`src/rtl/controlador_fsm_pkg.sv`:
```
// Shared constants for the FIFO controller: one-hot state codes and the
// threshold values loaded on reset. Arbiters and FIFOs import this too.
package controlador_fsm_pkg;

  typedef enum logic [4:0] {
    ST_RESET  = 5'b00001,
    ST_INIT   = 5'b00010,
    ST_IDLE   = 5'b00100,
    ST_ACTIVE = 5'b01000,
    ST_ERROR  = 5'b10000
  } estado_t;

  localparam int unsigned N_FIFOS_DEF      = 8;
  localparam int unsigned UMB_W_DEF        = 3;
  localparam int unsigned UMB_ALTO_RST_DEF = 6;
  localparam int unsigned UMB_BAJO_RST_DEF = 1;

endpackage

```
`src/rtl/controlador_fsm_cfg_validador.sv`:
```
// Threshold sanity check: a configuration is usable only when the
// almost-empty threshold is strictly below the almost-full threshold.
module cfg_validador
  import controlador_fsm_pkg::*;
#(
  parameter int unsigned UMB_W = UMB_W_DEF
) (
  input  logic [UMB_W-1:0] umb_alto_in,
  input  logic [UMB_W-1:0] umb_bajo_in,
  output logic             cfg_ok
);

  // Pure compare, consumed by the parent's next-state logic
  always_comb begin
    cfg_ok = (umb_bajo_in < umb_alto_in);
  end

endmodule

```
`src/rtl/controlador_fsm.sv`:
```
// Central controller for the naranja/morado FIFOs: holds the active
// thresholds, tracks whether any FIFO has data, and latches FIFO errors.
module controlador_fsm
  import controlador_fsm_pkg::*;
#(
  parameter int unsigned N_FIFOS      = N_FIFOS_DEF,
  parameter int unsigned UMB_W        = UMB_W_DEF,
  parameter int unsigned UMB_ALTO_RST = UMB_ALTO_RST_DEF,
  parameter int unsigned UMB_BAJO_RST = UMB_BAJO_RST_DEF
) (
  input  logic               clk,
  input  logic               reset_L,
  input  logic               init,
  input  logic [UMB_W-1:0]   umb_alto_in,
  input  logic [UMB_W-1:0]   umb_bajo_in,
  input  logic [N_FIFOS-1:0] empties,
  input  logic [N_FIFOS-1:0] fifo_err,
  output logic [4:0]         state,
  output logic [UMB_W-1:0]   umb_alto,
  output logic [UMB_W-1:0]   umb_bajo,
  output logic               idle,
  output logic               error_out,
  output logic [N_FIFOS-1:0] err_src
);

  estado_t state_q, state_d;
  logic    cfg_ok;

  cfg_validador #(.UMB_W(UMB_W)) u_cfg_validador (
    .umb_alto_in (umb_alto_in),
    .umb_bajo_in (umb_bajo_in),
    .cfg_ok      (cfg_ok)
  );

  // Next-state: errors beat init, init beats FIFO activity; ERROR is absorbing
  always_comb begin
    state_d = ST_RESET;
    case (state_q)
      ST_RESET:  state_d = ST_INIT;
      ST_INIT: begin
        if (init)        state_d = ST_INIT;
        else if (cfg_ok) state_d = ST_IDLE;
        else             state_d = ST_ERROR;
      end
      ST_IDLE, ST_ACTIVE: begin
        if (|fifo_err)          state_d = ST_ERROR;
        else if (init)          state_d = ST_INIT;
        else if (empties == '1) state_d = ST_IDLE;
        else                    state_d = ST_ACTIVE;
      end
      ST_ERROR:  state_d = ST_ERROR;
      default:   state_d = ST_RESET;
    endcase
  end

  // State register
  always_ff @(posedge clk or negedge reset_L) begin
    if (!reset_L) state_q <= ST_RESET;
    else          state_q <= state_d;
  end

  // Thresholds follow the inputs only while configuring
  always_ff @(posedge clk or negedge reset_L) begin
    if (!reset_L) begin
      umb_alto <= UMB_W'(UMB_ALTO_RST);
      umb_bajo <= UMB_W'(UMB_BAJO_RST);
    end else if (state_q == ST_INIT) begin
      umb_alto <= umb_alto_in;
      umb_bajo <= umb_bajo_in;
    end
  end

  // Sticky error source; cleared when (re)entering configuration
  always_ff @(posedge clk or negedge reset_L) begin
    if (!reset_L) begin
      err_src <= '0;
    end else if (state_d == ST_INIT) begin
      err_src <= '0;
    end else if (state_q != ST_RESET && state_q != ST_INIT) begin
      err_src <= err_src | fifo_err;
    end
  end

  // Moore decodes straight off the state register
  always_comb begin
    state     = state_q;
    idle      = (state_q == ST_IDLE);
    error_out = (state_q == ST_ERROR);
  end

endmodule

```
`config.mk`:
```
export PLATFORM = sky130hd
export DESIGN_NAME = controlador_fsm
export DESIGN_NICKNAME = d
export VERILOG_FILES = /design/src/rtl/controlador_fsm_pkg.sv /design/src/rtl/controlador_fsm_cfg_validador.sv /design/src/rtl/controlador_fsm.sv
export SDC_FILE = /design/constraint.sdc
export NUM_CORES = 1
export LEC_CHECK = 0
export CORE_ASPECT_RATIO = 0.9
export CORE_MARGIN = 1
export CORE_UTILIZATION = 40
export CTS_BUF_LIST = sky130_fd_sc_hd__clkbuf_4
export CTS_CLUSTER_SIZE = 24
export DETAILED_ROUTE_END_ITERATION = 6
export DONT_BUFFER_PORTS = 1
export GPL_ROUTABILITY_DRIVEN = 0
export GPL_TIMING_DRIVEN = 0
export PLACE_DENSITY = 0.63
export SYNTH_ARGS = -nofsm -noshare
export SYNTH_HDL_FRONTEND = slang
export SYNTH_SLANG_ARGS = --single-unit
```
`constraint.sdc`:
```
create_clock -name clk -period 1.5 [get_ports clk]
set_input_delay 0.45 -clock clk [delete_from_list [all_inputs] [get_ports clk]]
set_output_delay 0.45 -clock clk [all_outputs]
set_load 0.01 [all_outputs]
```
==> flow_summary.html, run 1 <==
<table>
<tr><th>Metric</th><th>Value</th></tr>
<tr><th colspan="2">Pwr</th></tr>
<tr><td>Sequential cell fraction of total power</td><td>46.1%</td></tr>
<tr><td>Clk pwr share</td><td>10.9%</td></tr>
<tr><td>Power per cell area</td><td>about 2200 nW/um^2</td></tr>
<tr><td>Internal power contribution</td><td>0.001456 W</td></tr>
<tr><td>Combinational share of power</td><td>43.0%</td></tr>
<tr><td>Switching part of the total</td><td>39.94%</td></tr>
<tr><td>Worst VDD drop</td><td>0.001244 V</td></tr>
<tr><td>Net Switching</td><td>between 0.0009 and 0.001 W</td></tr>
<tr><td>Leakage power summed over all cells</td><td>0.4630 nW</td></tr>
<tr><th colspan="2">STA</th></tr>
<tr><td>Fin crit period</td><td>1.683 ns</td></tr>
<tr><td>Pin slew with the least headroom to its limit</td><td>0.7943 ns</td></tr>
<tr><td>RSZ-0062 raised after global routing</td><td>true</td></tr>
<tr><td>Worst Skew</td><td>0.003483 ns</td></tr>
<tr><td>Count of pins over their slew limit</td><td>0</td></tr>
<tr><td>Worst Slack Setup Final</td><td>-0.1829 ns</td></tr>
<tr><td>Final setup violation count</td><td>15</td></tr>
<tr><td>Hold Fails Final Rpt</td><td>0</td></tr>
<tr><td>Final Cycle Share</td><td>112.2%</td></tr>
<tr><td>Achievable Freq</td><td>about 0.6 GHz</td></tr>
<tr><td>Relative max-transition margin</td><td>about 47%</td></tr>
<tr><th colspan="2">Layout</th></tr>
<tr><td>Number of cells in the finished layout apart from fillers</td><td>121</td></tr>
<tr><td>Filler instances</td><td>197</td></tr>
<tr><td>Antenna diodes</td><td>0</td></tr>
<tr><td>Post-route design area</td><td>1080 sq um</td></tr>
<tr><td>Share of post-route cells with drive strength above 1</td><td>41.67%</td></tr>
<tr><td>Area occupied by multi-input gates</td><td>405.4 sq um</td></tr>
<tr><td>Commonest cells after routing, fill and taps aside</td><td>sky130_fd_sc_hd__dfrtp_1 (11), sky130_fd_sc_hd__buf_4 (11), sky130_fd_sc_hd__nor2_1 (9), sky130_fd_sc_hd__a21oi_1 (9)</td></tr>
<tr><td>Layout Utilization</td><td>a little over half</td></tr>
<tr><td>Number of nets in the finished design</td><td>124</td></tr>
<tr><td>Register Area</td><td>485.5 sq um</td></tr>
<tr><td>Synth-to-layout area growth</td><td>26.54%</td></tr>
<tr><th colspan="2">Drt</th></tr>
<tr><td>Vias</td><td>653</td></tr>
<tr><td>Vias per cell</td><td>5.397</td></tr>
<tr><td>Detailed-route DRC error count</td><td>0</td></tr>
<tr><td>Post-detailed-route count of antenna-violating nets</td><td>0</td></tr>
<tr><td>First-pass iteration count of the detailed router</td><td>4</td></tr>
<tr><td>Average wire per cell in the routed design</td><td>15.59 um</td></tr>
<tr><td>DRT iter0 DRCs</td><td>9</td></tr>
<tr><td>Final routed wirelength across all metal layers</td><td>1886 um</td></tr>
<tr><th colspan="2">CTS</th></tr>
<tr><td>Count of H-tree levels built during CTS</td><td>1</td></tr>
<tr><td>TritonCTS clock tree</td><td>built</td></tr>
<tr><td>Clock network latency to the later pin of the worst-skew pair</td><td>0.28 ns</td></tr>
<tr><td>Number of clock buffers inserted by TritonCTS</td><td>3</td></tr>
<tr><td>Root cell of the clock tree</td><td>sky130_fd_sc_hd__clkbuf_4</td></tr>
<tr><td>Sinks on the clock net</td><td>19</td></tr>
<tr><td>Register clock-pin slew on the reported worst setup and hold paths</td><td>0.10 ns</td></tr>
<tr><td>Buffer depth of the longest clock path</td><td>2</td></tr>
<tr><th colspan="2">Outcome</th></tr>
<tr><td>Outcome</td><td>finished with violations</td></tr>
<tr><td>Violated checks</td><td>setup timing</td></tr>
<tr><th colspan="2">Worst setup path</th></tr>
<tr><td>Crit path capture type</td><td>output pin</td></tr>
<tr><td>Critical Path RT</td><td>1.05 ns</td></tr>
<tr><td>Startpoint class of the critical path</td><td>flip-flop</td></tr>
<tr><td>Buffering stage count on the worst path with inverters included</td><td>1</td></tr>
<tr><td>Cell class contributing the biggest share of worst-path delay</td><td>flip-flops</td></tr>
<tr><td>Crit path max fanout</td><td>6</td></tr>
<tr><td>Critical path, cell by cell</td><td>nor4_2, nand2_1, inv_2</td></tr>
<tr><td>Critical path start-end classification</td><td>reg2out</td></tr>
<tr><td>Worst path arrival time</td><td>1.23 ns</td></tr>
<tr><td>Largest stage delay, worst path</td><td>0.49 ns</td></tr>
<tr><td>Slowest CP cell</td><td>sky130_fd_sc_hd__dfrtp_2</td></tr>
<tr><th colspan="2">Placed design</th></tr>
<tr><td>Number of cells in the design after placement</td><td>103</td></tr>
<tr><td>Placed cell area</td><td>around 880 sq um</td></tr>
<tr><td>IO Port Bufs</td><td>0</td></tr>
<tr><td>Final HPWL from detailed placement</td><td>about 1300 um</td></tr>
<tr><th colspan="2">Die</th></tr>
<tr><td>Starting Density</td><td>between 40% and 50%</td></tr>
<tr><td>Die outline width</td><td>50.69 um</td></tr>
<tr><td>I/O pins</td><td>46</td></tr>
<tr><td>Chip Height</td><td>45.82 um</td></tr>
<tr><td>Core area</td><td>1971 sq um</td></tr>
<tr><td>Total die area</td><td>between 2000 and 2500 sq um</td></tr>
<tr><td>Row Count</td><td>15</td></tr>
<tr><th colspan="2">Yosys</th></tr>
<tr><td>Post-synthesis instance area</td><td>roughly 850 sq um</td></tr>
<tr><td>Post-synthesis sequential area ratio</td><td>56.30%</td></tr>
<tr><td>Syn_nets</td><td>105</td></tr>
<tr><td>Total of flip-flops plus latches after synthesis</td><td>19</td></tr>
<tr><td>Number of different library cells in the post-synthesis netlist</td><td>25</td></tr>
<tr><td>Yosys warning count</td><td>0</td></tr>
<tr><td>Cell count after synthesis</td><td>78</td></tr>
<tr><td>Mean area per synthesized cell</td><td>10.94 sq um</td></tr>
<tr><th colspan="2">Global route</th></tr>
<tr><td>Pin count of the biggest net entering global routing</td><td>20</td></tr>
<tr><td>Global-route wire length before repair</td><td>2987 um</td></tr>
<tr><td>Vias in the first global route</td><td>between 700 and 800</td></tr>
<tr><td>Antenna violations before repair</td><td>0</td></tr>
<tr><td>Gr ovfl total</td><td>0</td></tr>
<tr><td>Overall routing resource usage</td><td>17.98%</td></tr>
<tr><th colspan="2">Run</th></tr>
<tr><td>Number of max-cap violations</td><td>0</td></tr>
<tr><th colspan="2">Worst hold path</th></tr>
<tr><td>Min-Delay Path Class</td><td>in2reg</td></tr>
</table>
[cell type report]
| cell class | count | area share (%) |
|---|---|---|
| Multi-Input combinational cell | 56 | 37.54 |
| Timing Repair Buffer | 13 | 10.43 |
| Sequential cell | 19 | 44.96 |
| Tap cell | 25 | 2.897 |
| Inverter | 4 | 1.390 |
| Clock buffer | 4 | 2.781 |
[synthesized netlist by cell type]
| cell | number | area share, % |
|---|---|---|
| sky130_fd_sc_hd__and3b_1 | 1 | 1.0 |
| sky130_fd_sc_hd__a21o_1 | 1 | 0.88 |
| sky130_fd_sc_hd__a21oi_1 | 9 | 5.3 |
| sky130_fd_sc_hd__ha_1 | 2 | 2.9 |
| sky130_fd_sc_hd__nor3_1 | 3 | 1.8 |
| sky130_fd_sc_hd__inv_1 | 4 | 1.8 |
| sky130_fd_sc_hd__nand2_1 | 4 | 1.8 |
| sky130_fd_sc_hd__nor2_1 | 9 | 4.0 |
| sky130_fd_sc_hd__nand2b_1 | 2 | 1.5 |
| sky130_fd_sc_hd__nand4_1 | 3 | 2.2 |
| sky130_fd_sc_hd__o21ai_0 | 2 | 1.2 |
| sky130_fd_sc_hd__dfrtp_1 | 15 | 44 |
| sky130_fd_sc_hd__dfstp_2 | 4 | 12 |
| sky130_fd_sc_hd__a31oi_1 | 1 | 0.73 |
| sky130_fd_sc_hd__a21oi_2 | 1 | 1.0 |
| sky130_fd_sc_hd__a211oi_2 | 1 | 1.5 |
| sky130_fd_sc_hd__mux2_2 | 4 | 5.3 |
| sky130_fd_sc_hd__o311ai_0 | 1 | 1.0 |
| sky130_fd_sc_hd__a21o_2 | 1 | 1.0 |
| sky130_fd_sc_hd__nand2_2 | 2 | 1.5 |
| sky130_fd_sc_hd__nor4_2 | 1 | 1.5 |
| sky130_fd_sc_hd__xor2_1 | 2 | 2.1 |
| sky130_fd_sc_hd__and3_1 | 1 | 0.73 |
| sky130_fd_sc_hd__nor4_1 | 3 | 2.2 |
| sky130_fd_sc_hd__a211o_1 | 1 | 1.0 |
[flip-flops by register name, summed over array words and instances, names as in the netlist]
name and count:
err_src 8, state 5, umb_alto 3, umb_bajo 3
[worst register-to-register path: stages (launching register included)]
cell                       delay, ns
sky130_fd_sc_hd__dfrtp_2        0.49
sky130_fd_sc_hd__nor4_2         0.35
sky130_fd_sc_hd__nand2_2        0.16
sky130_fd_sc_hd__a211o_1        0.31
sky130_fd_sc_hd__a211oi_2       0.24
[power by group through the flow]
stage	sequential (W)	combinational, W	clock, W
floorplan	0.00105	0.000544	0
global placement	0.00109	0.000636	0
detailed placement	0.00110	0.000665	0
CTS	0.00112	0.000988	0.000276
global route	0.00115	0.00115	0.000296
finish	0.00112	0.00104	0.000265
[through the flow]
step / TNS [ns] / power (W) / worst slack, ns / hold WS (ns)
after floorplan: 0 / 0.001593 / 0.02603 / 0.1544
after CTS: -0.5781 / 0.002384 / -0.2066 / 0.1987
after global placement: -1.660 / 0.001731 / -0.1862 / 0.1548
after detailed placement: -1.914 / 0.001761 / -0.2139 / 0.1549
after global routing: -1.960 / 0.002594 / -0.2425 / 0.1846
final: -0.7626 / 0.002423 / -0.1829 / 0.2127
[routing by layer]
metal	GRT usage, %	vias up	wire, um
met5	0	-	0
met1	22.22	310	848
met4	6.667	0	13
li1	-	320	-
met3	5.000	2	99
met2	30.40	21	924
[path summary, 6_finish.rpt]
check                      cells past startpoint     endpoint   startpoint  slack (ns)
max                                            3    error_out     state[2]       -0.18
min                                            1     state[2]         init        0.21
max reg2reg                                    4     state[2]     state[4]       -0.14
min reg2reg                                    2  umb_alto[2]  umb_alto[2]        0.51
max in group asynchronous                      1     state[1]      reset_L        0.27
min in group asynchronous                      1  umb_alto[0]      reset_L        0.68
[logic make-up (layout without fill, tap and decap cells)]
| group | Yosys count | in the layout | share of synthesized area [%] |
|---|---|---|---|
| simple gates | 29 | 29 | 18.03 |
| fa+ha+maj | 2 | 2 | 2.932 |
| flops | 19 | 19 | 56.30 |
| buf+inv | 4 | 21 | 1.759 |
| xor+xnor | 2 | 2 | 2.053 |
| compound gates | 18 | 19 | 13.64 |
| mux | 4 | 4 | 5.278 |
[repair_timing]
| item | in CTS | in global routing |
|---|---|---|
| buffers inserted | 8 | 4 |
| gates cloned | 1 | 0 |
| hold buffers | 1 | 0 |
| pin swaps | 11 | 3 |
| gates resized for setup | 11 | 2 |
| setup endpoints to repair | 12 | 14 |
| endpoints found under the hold margin | 19 | 0 |
Power figures use the tool's default switching activity.
==> inputs of run 2 (changes only) <==
--- a/config.mk
+++ b/config.mk
@@ -14,7 +14,8 @@
 export DONT_BUFFER_PORTS = 1
 export GPL_ROUTABILITY_DRIVEN = 0
 export GPL_TIMING_DRIVEN = 0
-export PLACE_DENSITY = 0.63
+export MAX_ROUTING_LAYER = met4
+export PLACE_DENSITY = 0.55
 export SYNTH_ARGS = -nofsm -noshare
 export SYNTH_HDL_FRONTEND = slang
 export SYNTH_SLANG_ARGS = --single-unit
==> run 2 against run 1 <==
- the run still ends with setup timing left
- design area fell by 4.5%
- final cell count is 5.8% lower
- core utilization fell by 2.5 points
- combinational power fell by 9%
- setup slack got worse by 0.089 ns
- critical path depth unchanged
- critical endpoint unchanged
==> flow_summary.html, run 2 (same netlist as run 1, synthesis figures left out) <==
<table>
<tr><th>Metric</th><th>Value</th></tr>
<tr><th colspan="2">Global route</th></tr>
<tr><td>Global-route wire length before repair</td><td>2780 um (-6.9%)</td></tr>
<tr><td>Antenna violations before repair</td><td>0 (unchanged)</td></tr>
<tr><td>Gr ovfl total</td><td>0 (unchanged)</td></tr>
<tr><td>Overall routing resource usage</td><td>17.50% (-0.47 points)</td></tr>
<tr><td>Pin count of the biggest net entering global routing</td><td>20 (unchanged)</td></tr>
<tr><td>Vias in the first global route</td><td>655 (-8.5%)</td></tr>
<tr><th colspan="2">STA</th></tr>
<tr><td>Achievable Freq</td><td>0.5644 GHz (-5.0%)</td></tr>
<tr><td>Final setup violation count</td><td>12 (-3)</td></tr>
<tr><td>Hold Fails Final Rpt</td><td>0 (unchanged)</td></tr>
<tr><td>Post-route worst hold slack</td><td>0.2007 ns (-0.01205 ns)</td></tr>
<tr><td>Fin crit period</td><td>1.772 ns (+0.08884 ns)</td></tr>
<tr><td>Count of pins over their slew limit</td><td>0 (unchanged)</td></tr>
<tr><td>Pin slew with the least headroom to its limit</td><td>0.8469 ns (+0.05262 ns)</td></tr>
<tr><td>Final Cycle Share</td><td>118.1% (+5.9 points)</td></tr>
<tr><td>Worst Slack Setup Final</td><td>-0.2718 ns (-0.08885 ns)</td></tr>
<tr><td>RSZ-0062 raised after global routing</td><td>true</td></tr>
<tr><td>Setup TNS</td><td>-1.194 ns (-0.4314 ns)</td></tr>
<tr><td>Relative max-transition margin</td><td>43.35% (-3.5 points)</td></tr>
<tr><td>Worst Skew</td><td>0.001429 ns (-0.002054 ns)</td></tr>
<tr><th colspan="2">CTS</th></tr>
<tr><td>Buffer depth of the longest clock path</td><td>2 (unchanged)</td></tr>
<tr><td>TritonCTS clock tree</td><td>built</td></tr>
<tr><td>Count of H-tree levels built during CTS</td><td>1 (unchanged)</td></tr>
<tr><td>Number of clock buffers inserted by TritonCTS</td><td>3 (unchanged)</td></tr>
<tr><td>Sinks on the clock net</td><td>19 (unchanged)</td></tr>
<tr><td>Clock network latency to the later pin of the worst-skew pair</td><td>0.28 ns (about the same)</td></tr>
<tr><td>Root cell of the clock tree</td><td>sky130_fd_sc_hd__clkbuf_4</td></tr>
<tr><td>Register clock-pin slew on the reported worst setup and hold paths</td><td>0.10 ns (about the same)</td></tr>
<tr><th colspan="2">Die</th></tr>
<tr><td>Chip Height</td><td>45.82 um (unchanged)</td></tr>
<tr><td>Total die area</td><td>2322 sq um (unchanged)</td></tr>
<tr><td>Die outline width</td><td>50.69 um (unchanged)</td></tr>
<tr><td>Row Count</td><td>15 (unchanged)</td></tr>
<tr><td>Core area</td><td>1971 sq um (unchanged)</td></tr>
<tr><td>Starting Density</td><td>43.30% (unchanged)</td></tr>
<tr><td>I/O pins</td><td>46 (unchanged)</td></tr>
<tr><th colspan="2">Worst setup path</th></tr>
<tr><td>Critical path start-end classification</td><td>reg2out</td></tr>
<tr><td>Startpoint class of the critical path</td><td>flip-flop</td></tr>
<tr><td>Cell class contributing the biggest share of worst-path delay</td><td>flip-flops</td></tr>
<tr><td>Crit path max fanout</td><td>6 (unchanged)</td></tr>
<tr><td>Buffering stage count on the worst path with inverters included</td><td>1 (unchanged)</td></tr>
<tr><td>Crit path capture type</td><td>output pin</td></tr>
<tr><td>Minimum setup slack among reg-to-reg paths</td><td>-0.10 ns (+0.04 ns)</td></tr>
<tr><td>Slowest CP cell</td><td>sky130_fd_sc_hd__dfrtp_2</td></tr>
<tr><td>Largest stage delay, worst path</td><td>0.50 ns (about the same)</td></tr>
<tr><td>Critical path, cell by cell</td><td>nor4_2, nand2_1, inv_2</td></tr>
<tr><td>Worst path arrival time</td><td>1.32 ns (+0.09 ns)</td></tr>
<tr><td>Critical Path RT</td><td>1.05 ns (about the same)</td></tr>
<tr><th colspan="2">Layout</th></tr>
<tr><td>Synth-to-layout area growth</td><td>20.82%</td></tr>
<tr><td>Filler instances</td><td>180 (-8.6%)</td></tr>
<tr><td>Register Area</td><td>485.5 sq um (unchanged)</td></tr>
<tr><td>Commonest cells after routing, fill and taps aside</td><td>sky130_fd_sc_hd__dfrtp_1 (11), sky130_fd_sc_hd__nor2_1 (9), sky130_fd_sc_hd__a21oi_1 (9)</td></tr>
<tr><td>Area occupied by multi-input gates</td><td>417.9 sq um (+3.1%)</td></tr>
<tr><td>Layout Utilization</td><td>52.32% (-2.5 points)</td></tr>
<tr><td>Leading cell type in the layout, fill and taps excluded</td><td>sky130_fd_sc_hd__dfrtp_1</td></tr>
<tr><td>Share of post-route cells with drive strength above 1</td><td>40.45% (-1.2 points)</td></tr>
<tr><td>Antenna diodes</td><td>0 (unchanged)</td></tr>
<tr><td>Biggest register</td><td>err_src</td></tr>
<tr><td>Number of nets in the finished design</td><td>117 (-5.6%)</td></tr>
<tr><td>Largest register FFs</td><td>8 (unchanged)</td></tr>
<tr><th colspan="2">Drt</th></tr>
<tr><td>First-pass iteration count of the detailed router</td><td>2 (-2)</td></tr>
<tr><td>Final routed wirelength across all metal layers</td><td>1922 um (+1.9%)</td></tr>
<tr><td>Average wire per cell in the routed design</td><td>16.86 um (+8.2%)</td></tr>
<tr><td>Vias per cell</td><td>5.640 (+4.5%)</td></tr>
<tr><td>DRT iter0 DRCs</td><td>3 (-6)</td></tr>
<tr><td>Detailed-route DRC error count</td><td>0 (unchanged)</td></tr>
<tr><td>Vias</td><td>643 (-1.5%)</td></tr>
<tr><td>Post-detailed-route count of antenna-violating nets</td><td>0 (unchanged)</td></tr>
<tr><th colspan="2">Pwr</th></tr>
<tr><td>Worst VDD drop</td><td>0.001136 V (-8.7%)</td></tr>
<tr><td>Sequential cell fraction of total power</td><td>48.1% (+2.0 points)</td></tr>
<tr><td>Internal power contribution</td><td>0.001394 W (-4.2%)</td></tr>
<tr><td>Leakage power summed over all cells</td><td>0.4405 nW (-4.9%)</td></tr>
<tr><td>Power, Total</td><td>0.002346 W (-3.2%)</td></tr>
<tr><td>Combinational share of power</td><td>40.6% (-2.4 points)</td></tr>
<tr><td>Clk pwr share</td><td>11.4% (+0.5 points)</td></tr>
<tr><td>Net Switching</td><td>0.0009514 W (-1.7%)</td></tr>
<tr><td>Switching part of the total</td><td>40.56% (+0.62 points)</td></tr>
<tr><td>Power per cell area</td><td>2275 nW/um^2 (+1.4%)</td></tr>
<tr><th colspan="2">Placed design</th></tr>
<tr><td>Final HPWL from detailed placement</td><td>1249 um (-1.7%)</td></tr>
<tr><td>IO Port Bufs</td><td>0 (unchanged)</td></tr>
<tr><td>Worst Setup Slack post-DPL</td><td>-0.2616 ns (-0.04766 ns)</td></tr>
<tr><th colspan="2">Outcome</th></tr>
<tr><td>Violated checks</td><td>setup timing</td></tr>
<tr><td>Outcome</td><td>finished with violations</td></tr>
<tr><th colspan="2">Worst hold path</th></tr>
<tr><td>Min-Delay Path Class</td><td>in2reg</td></tr>
<tr><th colspan="2">Run</th></tr>
<tr><td>Number of max-cap violations</td><td>0 (unchanged)</td></tr>
</table>
==> run 2: cell count changes in the layout (fill, tap and decap cells not counted), sizes merged <==
| cell | change |
|---|---|
| buf | -7 |
==> run 2: worst reg2reg max path, cell delays in order, from the launching register on <==
cell and delay [ns]:
sky130_fd_sc_hd__dfrtp_2 0.51, sky130_fd_sc_hd__nor3_4 0.23, sky130_fd_sc_hd__buf_6 0.12, sky130_fd_sc_hd__nand4_1 0.24
sky130_fd_sc_hd__nand2b_4 0.25, sky130_fd_sc_hd__a211oi_2 0.17
==> run 2: power groups by stage <==
stage,Combinational [W],Clock [W],Sequential [W]
floorplan,0.000544,0,0.00105
global placement,0.000638,0,0.00109
detailed placement,0.000663,0,0.00109
CTS,0.000730,0.000285,0.00110
global route,0.00105,0.000301,0.00117
finish,0.000951,0.000266,0.00113
==> run 2: per-stage QoR <==
stage	instances	cell area, sq um
after detailed placement	103	884.6
after CTS	109	955.9
after floorplan	78	853.3
after global routing	114	1031
final	114	1031
after global placement	103	884.6
==> run 2: worst paths after layout <==
check,from,to,cells after the start
hold reg to reg,umb_alto[2],umb_alto[2],2
hold / removal,init,state[2],1
min in group asynchronous,reset_L,umb_alto[0],1
setup reg to reg,state[1],state[2],5
setup / recovery,state[2],error_out,3
max in group asynchronous,reset_L,state[3],1
==> run 2: layer usage <==
layer | vias to the layer above | global-route usage (%) | share of wire [%]
met3 | 2 | 3.667 | 6.5
met1 | 305 | 23.65 | 46
met5 | - | - | 0
met2 | 31 | 25.07 | 47
met4 | 0 | 8.333 | 0.62
li1 | 305 | - | -
==> run 2: layout make-up <==
type	count	area share [%]
sequential	19	47.09
multi-input combinational	56	40.53
timing repair buffer	6	4.976
clock buffer	4	2.913
tap	25	3.034
inverter	4	1.456
==> run 2: repair_timing <==
action	CTS	global route
hold endpoints to repair	19	0
endpoints found under the setup margin	12	17
resized for setup	8	7
buffers inserted	0	5
hold buffers	1	0
pin swaps	3	15
gates cloned	1	0
